File: config.mk
export PLATFORM = sky130hd
export DESIGN_NAME = add_4bit
export DESIGN_NICKNAME = d
export VERILOG_FILES = /design/src/rtl/add_4bit.sv
export SDC_FILE = /design/constraint.sdc
export NUM_CORES = 1
export LEC_CHECK = 0
export CAP_MARGIN = 20
export CORE_AREA = 2 2 39 41
export CTS_CLUSTER_SIZE = 14
export DETAILED_ROUTE_END_ITERATION = 10
export DIE_AREA = 0 0 41 43
export HOLD_SLACK_MARGIN = 0.08
export PLACE_DENSITY = 0.68
export SLEW_MARGIN = 40
export SYNTH_ARGS = -nofsm -noshare
export SYNTH_HDL_FRONTEND = slang
export SYNTH_SLANG_ARGS = --single-unit
File: constraint.sdc
create_clock -name clk -period 0.8 [get_ports clk]
set_input_delay 0.08 -clock clk [delete_from_list [all_inputs] [get_ports clk]]
set_output_delay 0.08 -clock clk [all_outputs]
set_load 0.03 [all_outputs]
File: src/rtl/add_4bit.sv
// Registered WIDTH-bit ripple-carry adder with carry-in, carry-out and
// signed-overflow / zero status flags, qualified by a one-cycle valid strobe.
// The adder itself is combinational; only the results are flopped, so a
// result sampled at one edge is visible right after that edge.
module add_4bit #(
  parameter int WIDTH = 4
) (
  input  logic             clk,
  input  logic             rst_n,
  input  logic             in_valid,
  input  logic [WIDTH-1:0] x,
  input  logic [WIDTH-1:0] y,
  input  logic             Cin,
  output logic [WIDTH-1:0] out,
  output logic             Cout,
  output logic             ovf,
  output logic             zero,
  output logic             out_valid
);

  // The overflow flag compares the carries into and out of the MSB, so
  // a single-bit adder has no meaningful signed overflow.
  if (WIDTH < 2) begin : g_width_check
    $error("add_4bit: WIDTH must be >= 2");
  end

  // Carry chain: c[0] is the carry-in, c[WIDTH] the carry-out.
  logic [WIDTH:0]   carry;
  logic [WIDTH-1:0] sum;
  logic             ovf_d;
  logic             zero_d;

  assign carry[0] = Cin;

  // One full-adder cell per bit; the carry ripples from LSB to MSB.
  for (genvar i = 0; i < WIDTH; i++) begin : g_fa
    logic half;
    assign half         = x[i] ^ y[i];
    assign sum[i]       = half ^ carry[i];
    assign carry[i + 1] = (x[i] & y[i]) | (carry[i] & half);
  end

  // Signed overflow: the carry into the sign bit disagrees with the carry
  // out of it. Zero looks only at the WIDTH-bit sum, never at Cout.
  assign ovf_d  = carry[WIDTH] ^ carry[WIDTH-1];
  assign zero_d = (sum == '0);

  // Output registers: load a new result on a valid beat, otherwise hold.
  always_ff @(posedge clk or negedge rst_n) begin
    // NOTE: sequential state uses non-blocking (<=) so every flop samples
    // the pre-edge values; blocking here would create order-dependent races.
    // The reset value of zero is 1 so the flags agree with out == 0.
    if (!rst_n) begin
      out  <= '0;
      Cout <= 1'b0;
      ovf  <= 1'b0;
      zero <= 1'b1;
    end else if (in_valid) begin
      out  <= sum;
      Cout <= carry[WIDTH];
      ovf  <= ovf_d;
      zero <= zero_d;
    end
  end

  // Valid strobe: high for exactly the cycle following an accepted beat.
  always_ff @(posedge clk or negedge rst_n) begin
    if (!rst_n) begin
      out_valid <= 1'b0;
    end else begin
      out_valid <= in_valid;
    end
  end

endmodule

==> results by stage <==
Min path:
- The worst min-delay path class is in -> async.

Outcome:
- The flow ran to the end, but the final reports show violations.
- The final reports fail on setup timing.

Global routing:
- The largest net degree at the start of global routing is 8.
- The global-route wire length before repair is 1390 µm.
- The global-route congestion overflow total is 0.
- The number of global-route vias before repair is 321.
- The initial antenna violation count came to 0.
- The aggregate global-route resource usage is 12.1%.

Drt:
- The post-detailed-route count of antenna-violating nets is 0.
- The routed metal-1 wire length is 328 µm.
- In the routed design, unresolved DRC markers number 0.
- The routed length per instance is 10.8 µm.
- The highest layer used for signal routing is met3.
- The number of detailed-routing iterations run before antenna repair is 2.
- The detailed-routed wire length on met3 is 43 µm.
- The initial detailed-routing violation count is 1.
- The final route contains 305 vias.
- The wire length on met2 is 428 µm.
- The final layout contains routed wiring with a total length of 799 µm.
- In the routed layout, each cell is associated on average with a via count of 4.12.

Synthesis:
- For this run, asynchronously set or reset flops after synthesis account for 100%.
- A synthesized cell averages 15.9 µm².
- In this run, synthesis inferred 0 flip-flops with an integrated enable.
- By count the netlist is led by dfrtp_1 (7), inv_1 (5), mux2_4 (5).
- The leading area contributor after synthesis is dfrtp_1.
- The distinct cell type count after synthesis is 9.
- The post-synthesis sequential element count is 8.
- The most used flip-flop cell after synthesis is dfrtp_1.
- The area of the mapped netlist is 430 µm².
- During synthesis, Yosys emitted a total of 0 warnings.
- In the synthesized netlist, the number of instances is 27.
- Synthesis produced a netlist with a net count of 43.
- The most numerous cell in the Yosys netlist is dfrtp_1.
- After synthesis, the largest area contributor takes up 40.7% of total cell area.
- Sequential cells were found to cover 46.8% of the synthesized design area.
- Ranked by total cell area, the synthesized netlist is headed by dfrtp_1 (41%), fa_1 (19%), mux2_4 (17%), dfstp_2 (6.1%), mux2i_1 (4.7%).

Timing:
- The worst clock skew is 0 ns.
- The fmax is 501 MHz.
- The final-report hold violation count is 0.
- Setup repair after global routing could not meet its margin everywhere.
- Summed over all failing endpoints, the final setup total negative slack is -5.48 ns.
- Setup violations remaining at the end of the flow were counted as 14.
- Dividing the final minimum period by the clock period gives 249%.
- The tightest hold path in the finished design has a slack of 0.126 ns.
- The measured slew at the worst slew-check pin is 0.187 ns.
- The number of pins exceeding their max-slew limit in the final report is 0.
- The final critical delay including setup and external delays is 2.00 ns.
- The worst slew margin relative to its limit is 87.5%.
- The worst-case setup margin in the final layout is -1.20 ns.

Critical path:
- The worst reg2reg path depth is 1.
- The data required time of the critical path is 0.97 ns.
- STA puts the critical path data arrival time at 2.17 ns.
- The flop-to-flop setup slack is 0.02 ns.
- In this run the worst path has a maximum fanout of 2.
- The worst setup path startpoint is Cin.
- The worst register-to-register path ends at ovf.
- The endpoint class of the critical path is a register.
- In this run the critical register-to-register path is launched from ovf.
- STA classifies the critical path startpoint as a primary input.
- The kind of critical path is in -> reg.
- The critical path ends at zero.

Floorplanning:
- The starting density of the core is 31.1%.
- The width of the die is 41 µm.
- After floorplanning, the core was divided into 14 placement rows.
- The floorplan step defined a core boundary enclosing 0.00138 mm².
- Pin placement for this block handled 20 I/O pins.
- The floorplan step set the die height to 43 µm.
- The floorplan step defined a die boundary enclosing 0.00176 mm².

Placed design:
- After legalization and detailed placement, the total HPWL measured 696 µm.
- The routability congestion estimate is 0.637.
- OpenSTA, run right after detailed placement, puts the worst setup slack at -1.90 ns.
- The count of input and output buffers is 19.

Power and ir drop:
- The worst IR drop on VDD is 0.000714 V.
- Power spread over the standard cell area amounts to 2050 mW/mm².
- The analysis attributes to cell leakage a power of 0.359 nW.

Final layout:
- The number of antenna diodes in the final layout is 0.
- The count of nets after finishing is 75.
- The area growth from synthesis to final layout is 70.1%.
- The fraction of layout cells with a size suffix above 1 is 58.6%.

Clock network:
- The later pin in the worst-skew pair is clocked with a latency of 0.24 ns.
- The CTS tree is built.
- The total CTS buffers is 3.
- After clock tree synthesis, the clock-pin slew on the worst setup and hold paths is 0.06 ns.
- The deepest clock path buffer count is 2.
- The sink count of the clock tree is 8.
- In this run the number of H-tree levels came out at 1.
- The clock tree root driver cell is clkbuf_4.

Job:
- The number of maximum-capacitance violations is 0.
power breakdown:
part           leakage [nW]  internal [mW]  switching [mW]
logic                 0.252          0.355           0.285
clock network        0.0150          0.191           0.134
registers            0.0920          0.483          0.0566
worst min-delay path by stage:
stage / from / end / slack, ns / cells past startpoint
2_1_floorplan: rst_n / Cout / -0.22 / 0
3_3_place_gp: rst_n / out[0] / 0.38 / 2
3_5_place_dp: rst_n / out[2] / 0.39 / 2
4_1_cts: rst_n / out[2] / 0.12 / 2
5_1_grt: rst_n / out[3] / 0.13 / 2
6_report: rst_n / out[2] / 0.13 / 2
final cells by class:
class / instances / area, µm²
fillers: 133 / 652
repair buffers: 28 / 259
multi-input cells: 13 / 206
flip-flops and latches: 8 / 201
clock buffers: 4 / 26.3
well taps: 16 / 20.0
inverters: 5 / 18.8
critical path, stage by stage:
cell,delay (ns)
buf_6,0.09
fa_2,0.38
fa_2,0.35
fa_2,0.35
inv_2,0.06
fa_1,0.42
nor4b_2,0.17
mux2_4,0.26
per-stage QoR:
stage,util [%],power (mW),area [µm²],instances
final,52.9,1.50,732,74
after global routing,52.9,1.60,732,74
after CTS,52.9,1.53,732,74
after detailed placement,47.8,1.12,662,67
after global placement,47.8,1.11,662,67
after floorplan,-,0.867,438,27
flip-flops by register name, indices dropped and copies added, names as in the netlist:
signal,count
zero,1
out,4
out_valid,1
ovf,1
Cout,1
placed cells by master (no fill, tap or decap), drive strengths merged:
master and instances:
buf 20, clkbuf 4, mux2 5, dlygate4sd2 3, fa 4, dfrtp 7
clkdlybuf4s50 5, xnor2 1, nor4b 1, inv 5, dfstp 1, mux2i 2
cells by family after synthesis:
group                      synth area share, %
DFF                                       46.8
buffers and inverters                     6.98
xor gates and xnor gates                  2.04
adders and majority gates                 18.6
muxes                                     22.1
and+or+nand+nor                           3.49
metal layers:
layer	vias to the layer above	GRT usage (%)
met2	11	17.5
met4	0	6.00
li1	145	-
met3	0	4.71
met5	-	0
met1	149	15.0
what timing repair did:
item	CTS	global route
gates resized for setup	25	0
pin swaps	4	1
endpoints found under the setup margin	15	15
setup buffers	3	1
hold buffers	0	0
(Power assumes the default switching activity.)
